## src/rtl/adder_pipe_pkg.sv

```systemverilog
// adder_pipe_pkg: shared helpers for the pipelined adder/subtractor.
// Provides the stage-count computation, the slice index helper and the
// operation descriptor used to form the effective carry.
package adder_pipe_pkg;

    typedef struct packed {
        logic sub;
        logic carry_in;
    } op_t;

    // Number of CHUNK-bit slices in a WIDTH-bit word; 0 flags an illegal pairing
    function automatic int calc_stages(input int width, input int chunk);
        if (chunk < 1) begin
            return 0;
        end
        if (width < chunk) begin
            return 0;
        end
        if ((width % chunk) != 0) begin
            return 0;
        end
        return width / chunk;
    endfunction

    // Bit index of the lowest bit of slice k
    function automatic int slice_lo(input int k, input int chunk);
        return k * chunk;
    endfunction

    // Subtraction is a + ~b + 1, so the incoming carry/borrow is inverted for sub
    function automatic logic eff_carry(input op_t op);
        return op.carry_in ^ op.sub;
    endfunction

endpackage

```

## src/rtl/adder_pipe_if.sv

```systemverilog
// adder_pipe_if: operation/result handshake bundle of adder_pipe.
// The master side presents operations and consumes results; the slave
// side is the adder itself.
interface adder_pipe_if #(
    parameter int WIDTH = 32
);
    logic             in_valid;
    logic             in_ready;
    logic [WIDTH-1:0] operand1;
    logic [WIDTH-1:0] operand2;
    logic             carry_in;
    logic             sub;
    logic             out_valid;
    logic             out_ready;
    logic [WIDTH-1:0] result;
    logic             carry_out;
    logic             overflow;
    logic             zero;
    logic             negative;

    modport master (
        output in_valid, operand1, operand2, carry_in, sub, out_ready,
        input  in_ready, out_valid, result, carry_out, overflow, zero, negative
    );

    modport slave (
        input  in_valid, operand1, operand2, carry_in, sub, out_ready,
        output in_ready, out_valid, result, carry_out, overflow, zero, negative
    );
endinterface

```

## src/rtl/adder_pipe_stage.sv

```systemverilog
// adder_pipe_stage: one CHUNK-bit slice of the pipelined carry chain.
// Adds its operand slices plus the incoming carry and registers the slice
// sum, the carry out and the stage valid bit; holds while en is low.
module adder_pipe_stage
    import adder_pipe_pkg::*;
#(
    parameter int CHUNK = 8
) (
    input  logic             clk,
    input  logic             rst_n,
    input  logic             en,
    input  logic             vld_i,
    input  logic [CHUNK-1:0] a_i,
    input  logic [CHUNK-1:0] b_i,
    input  logic             c_i,
    output logic             vld_o,
    output logic [CHUNK-1:0] sum_o,
    output logic             c_o
);
    logic [CHUNK:0]   add_w;
    logic             vld_d;
    logic             vld_q;
    logic [CHUNK-1:0] sum_d;
    logic [CHUNK-1:0] sum_q;
    logic             c_d;
    logic             c_q;

    // Slice addition; the stage keeps its contents while the pipeline is stalled
    always_comb begin
        add_w = {1'b0, a_i} + {1'b0, b_i} + (CHUNK + 1)'(c_i);
        vld_d = vld_q;
        sum_d = sum_q;
        c_d   = c_q;
        if (en) begin
            vld_d = vld_i;
            sum_d = add_w[CHUNK-1:0];
            c_d   = add_w[CHUNK];
        end
    end

    // Stage register; reset empties the stage and clears its data
    always_ff @(posedge clk or negedge rst_n) begin
        if (!rst_n) begin
            vld_q <= 1'b0;
            sum_q <= '0;
            c_q   <= 1'b0;
        end else begin
            vld_q <= vld_d;
            sum_q <= sum_d;
            c_q   <= c_d;
        end
    end

    assign vld_o = vld_q;
    assign sum_o = sum_q;
    assign c_o   = c_q;

endmodule

```

## src/rtl/adder_pipe.sv

```systemverilog
// adder_pipe: pipelined WIDTH-bit adder/subtractor, one CHUNK-bit carry
// slice per stage, valid/ready on both sides with full backpressure.
// Optional build macro ADDER_PIPE_FLAGS_EN adds registered overflow, zero
// and negative flags; without it those outputs are tied low.
module adder_pipe
    import adder_pipe_pkg::*;
#(
    parameter int WIDTH = 32,
    parameter int CHUNK = 8
) (
    input  logic        clk,
    input  logic        rst_n,
    adder_pipe_if.slave bus
);
    localparam int STAGES = calc_stages(WIDTH, CHUNK);

    if (STAGES < 1) begin : g_param_check
        $error("adder_pipe: WIDTH must be a positive multiple of CHUNK and CHUNK >= 1");
    end

    logic             adv;
    logic             out_vld;
    logic             c_eff;
    logic [WIDTH-1:0] b_eff;
    op_t              op;

    // Form effective operands and the single advance enable shared by every stage
    always_comb begin
        op    = '{sub: bus.sub, carry_in: bus.carry_in};
        c_eff = eff_carry(op);
        b_eff = op.sub ? ~bus.operand2 : bus.operand2;
        adv   = !out_vld || bus.out_ready;
    end

    for (genvar k = 0; k < STAGES; k++) begin : g_stage
        localparam int SRC_W = WIDTH - slice_lo(k, CHUNK);

        // a_src/b_src hold the not-yet-added slices, current slice at bit 0
        logic [SRC_W-1:0]       a_src;
        logic [SRC_W-1:0]       b_src;
        logic                   c_in;
        logic                   vld_in;
        logic [CHUNK-1:0]       sum;
        logic                   c_out;
        logic                   vld;
        logic [(k+1)*CHUNK-1:0] res_w;

        if (k == 0) begin : g_head
            assign a_src  = bus.operand1;
            assign b_src  = b_eff;
            assign c_in   = c_eff;
            assign vld_in = bus.in_valid;
            assign res_w  = sum;
        end else begin : g_body
            logic [k*CHUNK-1:0] lo_d;
            logic [k*CHUNK-1:0] lo_q;

            assign a_src  = g_stage[k-1].g_skew.a_rem_q;
            assign b_src  = g_stage[k-1].g_skew.b_rem_q;
            assign c_in   = g_stage[k-1].c_out;
            assign vld_in = g_stage[k-1].vld;
            assign res_w  = {sum, lo_q};

            // Finished low result slices ride alongside the slice being added
            always_comb lo_d = adv ? g_stage[k-1].res_w : lo_q;

            // Deskew register for the completed low slices
            always_ff @(posedge clk or negedge rst_n) begin
                if (!rst_n) begin
                    lo_q <= '0;
                end else begin
                    lo_q <= lo_d;
                end
            end
        end

        if (k < STAGES - 1) begin : g_skew
            logic [SRC_W-CHUNK-1:0] a_rem_d;
            logic [SRC_W-CHUNK-1:0] a_rem_q;
            logic [SRC_W-CHUNK-1:0] b_rem_d;
            logic [SRC_W-CHUNK-1:0] b_rem_q;

            // Upper slices not yet added move one stage on, realigned to bit 0
            always_comb begin
                a_rem_d = adv ? a_src[SRC_W-1:CHUNK] : a_rem_q;
                b_rem_d = adv ? b_src[SRC_W-1:CHUNK] : b_rem_q;
            end

            // Skew register for the pending operand slices
            always_ff @(posedge clk or negedge rst_n) begin
                if (!rst_n) begin
                    a_rem_q <= '0;
                    b_rem_q <= '0;
                end else begin
                    a_rem_q <= a_rem_d;
                    b_rem_q <= b_rem_d;
                end
            end
        end

        adder_pipe_stage #(
            .CHUNK (CHUNK)
        ) u_stage (
            .clk   (clk),
            .rst_n (rst_n),
            .en    (adv),
            .vld_i (vld_in),
            .a_i   (a_src[CHUNK-1:0]),
            .b_i   (b_src[CHUNK-1:0]),
            .c_i   (c_in),
            .vld_o (vld),
            .sum_o (sum),
            .c_o   (c_out)
        );

`ifdef ADDER_PIPE_FLAGS_EN
        if (k == STAGES - 1) begin : g_flags
            logic [CHUNK-1:0] top_sum;
            logic             lo_zero;
            logic             ovf_d;
            logic             ovf_q;
            logic             zero_d;
            logic             zero_q;
            logic             neg_d;
            logic             neg_q;

            if (k == 0) begin : g_lo_none
                assign lo_zero = 1'b1;
            end else begin : g_lo_any
                assign lo_zero = ~|g_stage[k-1].res_w;
            end

            // MSB slice sum re-derived so the flags register together with the result
            always_comb begin
                top_sum = a_src[CHUNK-1:0] + b_src[CHUNK-1:0] + CHUNK'(c_in);
                ovf_d   = ovf_q;
                zero_d  = zero_q;
                neg_d   = neg_q;
                if (adv) begin
                    neg_d  = top_sum[CHUNK-1];
                    ovf_d  = (a_src[CHUNK-1] == b_src[CHUNK-1]) &&
                             (top_sum[CHUNK-1] != a_src[CHUNK-1]);
                    zero_d = lo_zero && (top_sum == '0);
                end
            end

            // Flag registers aligned with the final stage
            always_ff @(posedge clk or negedge rst_n) begin
                if (!rst_n) begin
                    ovf_q  <= 1'b0;
                    zero_q <= 1'b0;
                    neg_q  <= 1'b0;
                end else begin
                    ovf_q  <= ovf_d;
                    zero_q <= zero_d;
                    neg_q  <= neg_d;
                end
            end
        end
`endif
    end

    assign out_vld       = g_stage[STAGES-1].vld;
    assign bus.out_valid = out_vld;
    assign bus.in_ready  = adv;
    assign bus.result    = g_stage[STAGES-1].res_w;
    assign bus.carry_out = g_stage[STAGES-1].c_out;

`ifdef ADDER_PIPE_FLAGS_EN
    assign bus.overflow  = g_stage[STAGES-1].g_flags.ovf_q;
    assign bus.zero      = g_stage[STAGES-1].g_flags.zero_q;
    assign bus.negative  = g_stage[STAGES-1].g_flags.neg_q;
`else
    assign bus.overflow  = 1'b0;
    assign bus.zero      = 1'b0;
    assign bus.negative  = 1'b0;
`endif

endmodule

```

## src/flat_wrapper.sv

```systemverilog
// flat-port wrapper written by rule: the top's interface ports become plain ports
module adder_pipe_flat import adder_pipe_pkg::*;
#(
    parameter int WIDTH = 32,
    parameter int CHUNK = 8
)
  (clk, rst_n, bus_in_valid, bus_operand1, bus_operand2, bus_carry_in, bus_sub, bus_out_ready, bus_in_ready, bus_out_valid, bus_result, bus_carry_out, bus_overflow, bus_zero, bus_negative);
  adder_pipe_if #(.WIDTH(WIDTH)) bus_i ();
  input  logic clk;
  input  logic rst_n;
  input wire logic [$bits(bus_i.in_valid)-1:0] bus_in_valid;
  input wire logic [$bits(bus_i.operand1)-1:0] bus_operand1;
  input wire logic [$bits(bus_i.operand2)-1:0] bus_operand2;
  input wire logic [$bits(bus_i.carry_in)-1:0] bus_carry_in;
  input wire logic [$bits(bus_i.sub)-1:0] bus_sub;
  input wire logic [$bits(bus_i.out_ready)-1:0] bus_out_ready;
  output wire logic [$bits(bus_i.in_ready)-1:0] bus_in_ready;
  output wire logic [$bits(bus_i.out_valid)-1:0] bus_out_valid;
  output wire logic [$bits(bus_i.result)-1:0] bus_result;
  output wire logic [$bits(bus_i.carry_out)-1:0] bus_carry_out;
  output wire logic [$bits(bus_i.overflow)-1:0] bus_overflow;
  output wire logic [$bits(bus_i.zero)-1:0] bus_zero;
  output wire logic [$bits(bus_i.negative)-1:0] bus_negative;
  assign bus_i.in_valid = bus_in_valid;
  assign bus_i.operand1 = bus_operand1;
  assign bus_i.operand2 = bus_operand2;
  assign bus_i.carry_in = bus_carry_in;
  assign bus_i.sub = bus_sub;
  assign bus_i.out_ready = bus_out_ready;
  assign bus_in_ready = bus_i.in_ready;
  assign bus_out_valid = bus_i.out_valid;
  assign bus_result = bus_i.result;
  assign bus_carry_out = bus_i.carry_out;
  assign bus_overflow = bus_i.overflow;
  assign bus_zero = bus_i.zero;
  assign bus_negative = bus_i.negative;
  adder_pipe #(.WIDTH(WIDTH), .CHUNK(CHUNK)) u_core (.clk(clk), .rst_n(rst_n), .bus(bus_i));
endmodule
```

## config.mk

```make
export PLATFORM = sky130hd
export DESIGN_NAME = adder_pipe_flat
export DESIGN_NICKNAME = d
export VERILOG_FILES = /design/src/rtl/adder_pipe_pkg.sv /design/src/rtl/adder_pipe_if.sv /design/src/rtl/adder_pipe_stage.sv /design/src/rtl/adder_pipe.sv /design/src/flat_wrapper.sv
export SDC_FILE = /design/constraint.sdc
export NUM_CORES = 1
export LEC_CHECK = 0
export ABC_AREA = 1
export CAP_MARGIN = 20
export CORE_ASPECT_RATIO = 1.1
export CORE_MARGIN = 10
export CORE_UTILIZATION = 40
export CTS_BUF_LIST = sky130_fd_sc_hd__clkbuf_8
export CTS_CLUSTER_SIZE = 25
export DETAILED_ROUTE_END_ITERATION = 16
export GPL_TIMING_DRIVEN = 0
export HOLD_SLACK_MARGIN = 0.02
export SLEW_MARGIN = 15
export SYNTH_ARGS = -nofsm -noshare
export SYNTH_HDL_FRONTEND = slang
export SYNTH_SLANG_ARGS = --single-unit
```

## constraint.sdc

```tcl
create_clock -name clk -period 2 [get_ports clk]
set_input_delay 0.3 -clock clk [delete_from_list [all_inputs] [get_ports clk]]
set_output_delay 0.3 -clock clk [all_outputs]
set_load 0.02 [all_outputs]
```

==> run summary, run 1 <==
==================================================================================================
Result of the run ...................................................................    completed
Skew final ..........................................................................   0.00860 ns
Clock Path Buffers ..................................................................            2
Hold Path Stages ....................................................................            3
Average cell area after synthesis ...................................................   8.64 sq um
Post-detailed-routing wire length ...................................................     21300 um
Layout Cells excl Fill ..............................................................         1410
Launching point of the worst reg2reg path ........................................... u_core.g_stage[2].g_skew.b_rem_q[0]
Insertion delay to the later sink of the worst-skew pair ............................      0.46 ns
Clock transition time at the flip-flop clock pins of the worst setup and hold paths .      0.09 ns
Total power .........................................................................      15.6 mW
Number of setup violations in the final report ......................................            0
Count of unresolved DRC violations after routing ....................................            0
Worst Setup Start Kind ..............................................................         flop
Path type of the worst min-delay path ...............................................    in -> reg
Maximum number of pins on one net before global-route repair ........................           96
Global placement routability congestion .............................................        0.858
Die span in x .......................................................................       159 um
Compound-cell area share of the yosys netlist .......................................       0.0768
Number of library cell types mapped by synthesis ....................................           27
Final clock period utilization by the worst path ....................................        0.934
Layout Cell Area excl Fill ..........................................................  10400 sq um
Max Transition Viols Final ..........................................................            0
Post-place setup slack ..............................................................    -0.421 ns
CTS root buf ........................................................................     clkbuf_8
Final Hold Fails ....................................................................            0
Final sum of negative setup slack ...................................................         0 ns
Summed instance area of the synthesized netlist .....................................   8520 sq um
Number of global-route vias before repair ...........................................         6653
Multiplexer area fraction after synthesis ...........................................            0
Critical path capture point type ....................................................  output port
Dominant combinational cell family by area after synthesis .......................... simple AND/OR/NAND/NOR gates
Slew @ Worst Pin ....................................................................     0.751 ns
I/O pin total .......................................................................          108
RR Endpoint ......................................................................... u_core.g_stage[3].u_stage.sum_o[6]
Xor and xnor fraction of the mapped netlist area ....................................       0.0339
R2R Setup Slk .......................................................................      0.13 ns
Cell count after placement ..........................................................         1377
Initial core utilization ............................................................        0.410
GRT Residual Overflow ...............................................................            0
Smallest setup slack after layout ...................................................     0.133 ns
Fraction of the mapped netlist area in adder cells ..................................       0.0599
Final-layout fill cell count ........................................................         2027
Number of optimization iterations in the first detailed-route pass ..................            4
Clock sinks .........................................................................          184
CTS tree ............................................................................          yes
Number of synthesized register bits .................................................          184
Share of final-layout standard cells stronger than drive strength 1 .................       0.0676
Highest net fanout along the worst path .............................................           19
Fraction of the yosys area taken by sequential cells ................................        0.541
Detailed Route Iter0 Violations .....................................................          366
Hold WS .............................................................................     0.226 ns
Shortest clock period the worst path allows after layout ............................      1.87 ns
Beginning of the worst hold path ....................................................      bus_sub
Number of antenna diodes ............................................................            0
Type of the setup path with the least slack .........................................   reg -> out
Avg Vias per Cell ...................................................................         4.61
Synthesis warning total .............................................................            0
Wire length of the first global-routing pass ........................................     35000 um
Die Area ............................................................................  27500 sq um
Instance count of the mapped netlist ................................................          986
Arrival time of the worst setup path ................................................      1.57 ns
Total cell area at the placement stage ..............................................   9950 sq um
Worst hold endpoint ................................................................. u_core.g_stage[0].g_skew.b_rem_q[0]
Port bufs ...........................................................................          103
Number of antenna violations at the first check in global routing ...................            0
Req. time, crit path ................................................................      1.70 ns
Max rail drop VDD ...................................................................   0.000674 V
Floorplan Core Area .................................................................  20800 sq um
Power density over cell area ........................................................ 1500 nW/um^2
Logic depth of the worst register-to-register path ..................................            9
Peak clock frequency supported by timing ............................................      535 MHz
Simple-gate portion of the synthesized area .........................................        0.220
Final standard cell utilization of the core .........................................        0.502
Deepest level of the CTS H-tree .....................................................            4
Num CTS Buffers .....................................................................           17
Relative area change from synthesis to final layout .................................        22.5%
Max-cap check violation count .......................................................            0
Die H ...............................................................................       173 um
Number of rows in the core area .....................................................           55
Number of nets with antenna violations after routing ................................            0
HPWL after detailed placement .......................................................     15600 um
Routed wire per std cell ............................................................      15.1 um
GR Util All Layers ..................................................................        0.158
DR vias .............................................................................         6496
Relative slew slack .................................................................        0.500
Static Leakage ......................................................................      5.24 nW
Number of nets in the layout ........................................................         1218
==================================================================================================
worst max-delay path by stage:
stage | start | endpoint | cells past startpoint
2_1_floorplan | bus_sub | u_core.g_stage[0].u_stage.sum_o[4] | 13
3_3_place_gp | rst_n | u_core.g_stage[0].g_skew.a_rem_q[11] | 1
3_5_place_dp | bus_out_ready | bus_in_ready | 6
4_1_cts | u_core.g_stage[2].g_skew.b_rem_q[0] | u_core.g_stage[3].u_stage.sum_o[6] | 9
5_1_grt | u_core.g_stage[1].g_skew.b_rem_q[0] | u_core.g_stage[2].u_stage.sum_o[6] | 9
6_report | u_core.g_stage[3].u_stage.vld_o | bus_in_ready | 5
flip-flops by register name (all words and copies together), names as in the netlist:
register / count
u_core.g_stage.u_stage.sum_o: 32
u_core.g_stage.u_stage.vld_o: 4
u_core.g_stage.g_skew.a_rem_q: 48
u_core.g_stage.g_skew.b_rem_q: 48
u_core.g_stage.g_body.lo_q: 48
u_core.g_stage.u_stage.c_o: 4
placed cells by master, fill, tap and decap left out, types with 3 or more instances in the layout:
master           instances
nand3_1                 35
fa_1                     6
a21oi_1                 16
clkbuf_1                11
clkdlybuf4s50_1        101
buf_2                   19
conb_1                   3
nand2_1                397
nand3b_1                 7
xnor2_1                 25
ha_1                    28
a211oi_1                 4
nor2_1                  22
dfrtp_1                184
buf_4                   11
or2_2                    4
bufinv_16                4
o21ai_0                100
o22ai_1                  5
xor2_1                   7
clkbuf_8                21
inv_1                   90
critical path, stage by stage, from the launching register on:
cell,delay (ns)
dfrtp_1,0.35
inv_1,0.06
nor2_4,0.18
inv_4,0.08
buf_12,0.16
clkdlybuf4s15_2,0.26
Yosys cell counts:
master	n	area share
a211oi_1	4	0.0035
a21oi_1	16	0.0094
a31oi_1	2	0.0015
and2_1	2	0.0015
buf_1	1	0.00044
buf_2	20	0.012
buf_4	10	0.0088
buf_6	2	0.0026
clkbuf_1	11	0.0048
clkbuf_4	2	0.0018
conb_1	1	0.00044
dfrtp_1	184	0.54
fa_1	8	0.019
ha_1	28	0.041
inv_1	86	0.038
inv_2	1	0.00044
nand2_1	397	0.17
nand3_1	37	0.022
nand3b_1	7	0.0062
nor2_1	22	0.0097
nor2_4	1	0.0013
o21ai_0	100	0.059
o22ai_1	5	0.0037
or2_1	2	0.0015
or2_2	4	0.0029
xnor2_1	25	0.026
xor2_1	8	0.0082
layer usage:
metal,global-route usage,vias to the layer above,share of wire
met5,0,-,0
met2,0.263,120,0.49
met4,0.0371,0,0.010
met3,0.0378,15,0.049
li1,-,3338,-
met1,0.204,3023,0.45
area by class of cell:
class                           instances  area [sq um]  area share
Inverter                               87           329      0.0315
Tap cell                              285           357      0.0342
Clock inverter                         11           154      0.0147
Timing Repair Buffer                  106          1080       0.104
Clock buffer                           21           289      0.0277
Multi-Input combinational cell        671          3360       0.322
Sequential cell                       184          4600       0.441
Buffer                                 45           262      0.0251
timing repair:
action,in CTS,in global routing
hold buffers,1,0
gates resized for setup,3,7
setup buffers,1,0
hold endpoints to repair,89,0
endpoints found under the setup margin,1,7
pin swaps,1,0
logic make-up after synthesis:
group / after synthesis
other cells: 1
xor+xnor: 33
simple gates: 472
buf+inv: 133
compound gates: 127
flops: 184
fa+ha+maj: 36
where the power goes:
group / switching, mW / internal, mW / leakage [nW]
Clock: 1.28 / 1.48 / 0.241
Combinational: 3.95 / 2.65 / 2.78
Sequential: 0.905 / 5.36 / 2.22
No activity file was read; power rests on OpenSTA's default activity.
==> run 2, diff against run 1 <==
Settings changed: CORE_UTILIZATION 40 to 58, PLACE_DENSITY from default to 0.83.
==> run summary, run 2 (synthesis results as in run 1) <==
==================================================================================================
Result of the run ...................................................................    completed
Number of antenna violations at the first check in global routing ...................            0
Die H ...............................................................................       147 um
Port bufs ...........................................................................          103
Final sum of negative setup slack ...................................................         0 ns
Relative area change from synthesis to final layout .................................        20.7%
Power share of the sequential group .................................................        0.407
Final clock period utilization by the worst path ....................................        0.959
Static Leakage ......................................................................      5.20 nW
Shortest clock period the worst path allows after layout ............................      1.92 ns
Total power .........................................................................      15.5 mW
Path type of the worst min-delay path ...............................................    in -> reg
Req. time, crit path ................................................................      1.70 ns
CTS tree ............................................................................          yes
Relative contribution of the clock network to total power ...........................        0.165
HPWL after detailed placement .......................................................     15200 um
CP max-delay cell ...................................................................      dfrtp_1
Net load switching power ............................................................      6.23 mW
Number of setup violations in the final report ......................................            0
Arrival time of the worst setup path ................................................      1.62 ns
Avg Vias per Cell ...................................................................         5.15
Critical path capture point type ....................................................  output port
Number of nets in the layout ........................................................         1218
Clock Path Buffers ..................................................................            2
DR vias .............................................................................         6776
Global placement routability congestion .............................................        0.887
GR Util All Layers ..................................................................        0.215
Number of optimization iterations in the first detailed-route pass ..................            4
GRT Residual Overflow ...............................................................            0
Die span in x .......................................................................       136 um
Share of total power consumed by net switching ......................................        0.402
Final Hold Fails ....................................................................            0
Count of unresolved DRC violations after routing ....................................            0
I/O pin total .......................................................................          108
Die Area ............................................................................  19900 sq um
Worst Setup Start Kind ..............................................................         flop
Type of the setup path with the least slack .........................................   reg -> out
Most common library cell in the layout ignoring fill and taps .......................      nand2_1
Number of rows in the core area .....................................................           46
Cell count after placement ..........................................................         1284
Layout Cells excl Fill ..............................................................         1317
Number of nets with antenna violations after routing ................................            0
Peak clock frequency supported by timing ............................................      521 MHz
Wire length of the first global-routing pass ........................................     33900 um
Share of final-layout standard cells stronger than drive strength 1 .................       0.0711
Highest net fanout along the worst path .............................................           19
RSZ-0062 raised after global routing ................................................           no
CTS root buf ........................................................................     clkbuf_8
Skew final ..........................................................................    0.0116 ns
Clock sinks .........................................................................          184
Relative slew slack .................................................................        0.544
Total buffers and inverters traversed by the critical path ..........................            4
Max rail drop VDD ...................................................................   0.000716 V
Deepest level of the CTS H-tree .....................................................            4
Top library cells by usage in the layout, fill and taps aside ....................... 397 x nand2_1, 184 x dfrtp_1, 101 x clkdlybuf4s50_1
Routed wire per std cell ............................................................      15.6 um
Part of the power in combinational logic ............................................        0.428
Insertion delay to the later sink of the worst-skew pair ............................      0.48 ns
Initial core utilization ............................................................        0.592
Internal power ......................................................................      9.27 mW
Slew @ Worst Pin ....................................................................     0.685 ns
Detailed Route Iter0 Violations .....................................................          516
Clock transition time at the flip-flop clock pins of the worst setup and hold paths .      0.09 ns
Slowest Stage Delay on Critical Path ................................................      0.38 ns
Maximum number of pins on one net before global-route repair ........................          113
Family with the most delay on the worst path ........................................ buffers and inverters
Registers with the most flip-flops .................................................. u_core.g_stage.g_skew.a_rem_q (48), u_core.g_stage.g_skew.b_rem_q (48), u_core.g_stage.g_body.lo_q (48)
Crit-path cells ..................................................................... inv_1 > nor2_4 > inv_2 > buf_12 > clkdlybuf4s15_2
Num CTS Buffers .....................................................................           17
Max-cap check violation count .......................................................            0
Power density over cell area ........................................................ 1510 nW/um^2
Max Transition Viols Final ..........................................................            0
Number of global-route vias before repair ...........................................         6897
Post-detailed-routing wire length ...................................................     20600 um
Hold WS .............................................................................     0.182 ns
Floorplan Core Area .................................................................  14400 sq um
Final standard cell utilization of the core .........................................        0.714
Number of antenna diodes ............................................................            0
==================================================================================================
run 2: cell count changes in the layout (fill, tap and decap cells not counted), sizes merged:
| cell | delta |
|---|---|
| bufinv | -1 |
| clkinv | +4 |
| clkinvlp | +2 |
| inv | -2 |
| clkbuf | -3 |
run 2: path summary, 6_finish.rpt:
check / from / endpoint / slack, ns / cells past startpoint
max: u_core.g_stage[3].u_stage.vld_o / bus_in_ready / 0.08 / 5
min: bus_sub / u_core.g_stage[0].g_skew.b_rem_q[0] / 0.18 / 3
max reg2reg: u_core.g_stage[2].g_skew.b_rem_q[0] / u_core.g_stage[3].u_stage.sum_o[6] / 0.10 / 9
min reg2reg: u_core.g_stage[2].u_stage.vld_o / u_core.g_stage[3].u_stage.vld_o / 0.46 / 2
max in group asynchronous: rst_n / u_core.g_stage[1].g_skew.b_rem_q[5] / 0.71 / 3
min in group asynchronous: rst_n / u_core.g_stage[1].g_skew.b_rem_q[13] / 0.36 / 2
run 2: repair_timing:
item,4_1_cts,5_1_grt
hold buffers,1,0
resized for setup,3,7
setup endpoints to repair,1,6
pin swaps,1,0
endpoints found under the hold margin,72,0
buffers inserted,1,0
run 2: per-stage QoR:
| stage | cell area (sq um) | setup slack [ns] |
|---|---|---|
| 2_1_floorplan | 8530 | 0.00247 |
| 3_3_place_gp | 9800 | -6.69 |
| 3_5_place_dp | 9840 | -0.429 |
| 4_1_cts | 10300 | 0.0279 |
| 5_1_grt | 10300 | 0.000669 |
| 6_report | 10300 | 0.0820 |
run 2: worst register-to-register path: cells and delay by family (launching register included):
family,cells,cell delay (ns)
adders and majority gates,2,0.85
DFF,1,0.41
and+or+nand+nor,7,0.60
run 2: final cells by class:
| class | count | area [sq um] |
|---|---|---|
| Buffer | 45 | 262 |
| Tap cell | 192 | 240 |
| Clock buffer | 18 | 248 |
| Inverter | 87 | 327 |
| Clock inverter | 14 | 156 |
| Timing Repair Buffer | 106 | 1080 |
| Fill cell | 1115 | 4110 |
| Multi-Input combinational cell | 671 | 3360 |
| Sequential cell | 184 | 4600 |
run 2: layer usage:
metal | up-vias | global-route usage | share of wire
li1 | 3328 | - | -
met1 | 3200 | 0.259 | 0.41
met2 | 212 | 0.360 | 0.49
met3 | 36 | 0.0542 | 0.067
met4 | 0 | 0.0819 | 0.027
met5 | - | 0 | 0
run 2: power groups by stage:
stage	combinational [mW]	sequential [mW]	clock, mW
final	6.63	6.31	2.55
after global routing	7.55	6.48	2.73
after CTS	6.61	6.29	2.58
after detailed placement	6.56	6.35	0
after global placement	6.31	6.31	0
after floorplan	4.01	6.51	0
==> run 3, diff against run 2 <==
Settings changed: CELL_PAD_IN_SITES_DETAIL_PLACEMENT from default to 0, CELL_PAD_IN_SITES_GLOBAL_PLACEMENT from default to 1, CORE_UTILIZATION 58 to 43, PLACE_DENSITY 0.83 to default, PLACE_DENSITY_LB_ADDON from default to 0.1.
==> run summary, run 3 (synthesis results as in run 1) <==
==================================================================================================
Number of antenna violations at the first check in global routing ...................            0
Number of antenna diodes ............................................................            0
Cell count after placement ..........................................................         1339
Post-place setup slack ..............................................................    -0.521 ns
Power density over cell area ........................................................ 1530 nW/um^2
Power share of the sequential group .................................................        0.394
CP max-delay cell ...................................................................      dfrtp_1
Max Transition Viols Final ..........................................................            0
I/O pin total .......................................................................          108
R2R Setup Slk .......................................................................       0.1 ns
Insertion delay to the later sink of the worst-skew pair ............................      0.48 ns
Clock sinks .........................................................................          184
Worst hold endpoint ................................................................. u_core.g_stage[0].g_skew.b_rem_q[23]
Most common library cell in the layout ignoring fill and taps .......................      nand2_1
CTS root buf ........................................................................     clkbuf_8
Highest net fanout along the worst path .............................................            3
Number of setup violations in the final report ......................................            0
RR Endpoint ......................................................................... u_core.g_stage[2].u_stage.c_o
Deepest level of the CTS H-tree .....................................................            4
Count of unresolved DRC violations after routing ....................................            0
Relative area change from synthesis to final layout .................................        22.6%
GR Util All Layers ..................................................................        0.174
Die span in x .......................................................................       154 um
Final Hold Fails ....................................................................            0
Part of the power in combinational logic ............................................        0.420
Worst Setup Start Kind ..............................................................         flop
Number of cells on the critical path ................................................            8
Port bufs ...........................................................................          103
Routed wire per std cell ............................................................      16.0 um
Skew final ..........................................................................    0.0103 ns
Share of final-layout standard cells stronger than drive strength 1 .................       0.0728
Global placement routability congestion .............................................        0.816
Final clock period utilization by the worst path ....................................        0.952
Total buffers and inverters traversed by the critical path ..........................            0
Initial core utilization ............................................................        0.441
Net load switching power ............................................................      6.35 mW
Number of optimization iterations in the first detailed-route pass ..................            5
Wire length of the first global-routing pass ........................................     35700 um
Slew @ Worst Pin ....................................................................     0.735 ns
Number of nets with antenna violations after routing ................................            0
Beginning of the worst hold path ....................................................      bus_sub
Path type of the worst min-delay path ...............................................    in -> reg
Result of the run ...................................................................    completed
CTS tree ............................................................................          yes
Hold Path Stages ....................................................................            3
Shortest clock period the worst path allows after layout ............................      1.90 ns
DR vias .............................................................................         6556
Post-detailed-routing wire length ...................................................     22000 um
Max rail drop VDD ...................................................................   0.000707 V
Number of nets in the layout ........................................................         1220
Share of total power consumed by net switching ......................................        0.396
Final sum of negative setup slack ...................................................         0 ns
Family with the most delay on the worst path ........................................  adder cells
Crit path top cell by count .........................................................      nand2_1
Detailed Route Iter0 Violations .....................................................          369
Die Area ............................................................................  25800 sq um
Max-cap check violation count .......................................................            0
Smallest setup slack after layout ...................................................    0.0950 ns
Avg Vias per Cell ...................................................................         4.77
Internal power ......................................................................      9.68 mW
GRT Residual Overflow ...............................................................            0
Slowest Stage Delay on Critical Path ................................................      0.43 ns
Final-layout fill cell count ........................................................         1852
Number of rows in the core area .....................................................           53
Req. time, crit path ................................................................      2.35 ns
Crit-path cells ..................................................................... fa_2 > fa_1 > nand2_1 > nand3_1 > nand3_2 > nand2_1 > nand2_1 > a21oi_1
HPWL after detailed placement .......................................................     16300 um
Top library cells by usage in the layout, fill and taps aside ....................... 396 x nand2_1, 184 x dfrtp_1, 101 x clkdlybuf4s50_1
Number of global-route vias before repair ...........................................         6640
Num CTS Buffers .....................................................................           17
Relative contribution of the clock network to total power ...........................        0.186
Relative slew slack .................................................................        0.510
Clock Path Buffers ..................................................................            2
Static Leakage ......................................................................      5.25 nW
Arrival time of the worst setup path ................................................      2.26 ns
Logic depth of the worst register-to-register path ..................................            8
Critical path capture point type ....................................................         flop
Maximum number of pins on one net before global-route repair ........................          104
Registers with the most flip-flops .................................................. u_core.g_stage.g_skew.a_rem_q (48), u_core.g_stage.g_skew.b_rem_q (48), u_core.g_stage.g_body.lo_q (48)
Floorplan Core Area .................................................................  19300 sq um
Peak clock frequency supported by timing ............................................      525 MHz
Launching point of the worst reg2reg path ........................................... u_core.g_stage[1].g_skew.b_rem_q[0]
Type of the setup path with the least slack .........................................   reg -> reg
Clock transition time at the flip-flop clock pins of the worst setup and hold paths .      0.09 ns
Die H ...............................................................................       168 um
Layout Cells excl Fill ..............................................................         1374
==================================================================================================
run 3: cell count changes in the layout (fill, tap and decap cells not counted), sizes merged:
cell      before  now
inv           89   90
bufinv         3    6
clkinv         7    2
clkinvlp       2    3
buf           35   37
run 3: final cells by class:
type	instances	area, sq um	area share
clock buffer	18	248	0.0237
multi-input combinational	671	3370	0.322
sequential	184	4600	0.441
clock inverter	14	229	0.0219
inverter	87	329	0.0315
timing repair buffer	108	1100	0.105
tap	247	309	0.0296
buffer	45	262	0.0250
run 3: what timing repair did:
action                                 CTS  global route
pin swaps                                1             0
hold buffers                             1             0
setup buffers                            1             2
gates resized for setup                  6             6
setup endpoints to repair                2             5
endpoints found under the hold margin   81             0
run 3: routing by layer:
layer	GRT usage	vias to the layer above	wire, um
met5	0	-	0
met4	0.0432	0	248
met3	0.0372	17	937
met2	0.290	138	10700
met1	0.225	3068	10100
li1	-	3333	-
run 3: worst reg2reg max path: stages (launching register included):
cell	delay (ns)
dfrtp_1	0.43
fa_2	0.42
fa_1	0.39
nand2_1	0.12
nand3_1	0.13
nand3_2	0.10
nand2_1	0.07
nand2_1	0.07
a21oi_1	0.06
run 3: stage by stage:
stage	utilization	hold slack, ns	area, sq um	power (mW)
after CTS	0.539	0.203	10400	16.1
after global placement	0.512	0.452	9870	13.0
after global routing	0.541	0.216	10400	17.4
after floorplan	-	0.00441	8530	10.5
final	0.541	0.212	10400	16.0
after detailed placement	0.513	0.335	9910	13.1
run 3: power groups by stage:
| stage | combinational [mW] | sequential [mW] | clock (mW) |
|---|---|---|---|
| 3_3_place_gp | 6.59 | 6.38 | 0 |
| 4_1_cts | 6.75 | 6.34 | 3.02 |
| 3_5_place_dp | 6.69 | 6.41 | 0 |
| 6_report | 6.73 | 6.32 | 2.98 |
| 2_1_floorplan | 4.01 | 6.51 | 0 |
| 5_1_grt | 7.70 | 6.54 | 3.18 |
run 3: worst max path at each step:
stage	start	endpoint	slack (ns)
6_report	u_core.g_stage[1].g_skew.b_rem_q[0]	u_core.g_stage[2].u_stage.c_o	0.1
5_1_grt	bus_carry_in	u_core.g_stage[0].u_stage.sum_o[6]	-0.00005
4_1_cts	u_core.g_stage[3].u_stage.vld_o	bus_in_ready	0.01
3_5_place_dp	bus_out_ready	bus_in_ready	-0.52
3_3_place_gp	rst_n	u_core.g_stage[2].u_stage.sum_o[1]	-7.14
2_1_floorplan	bus_sub	u_core.g_stage[0].u_stage.sum_o[4]	0.002
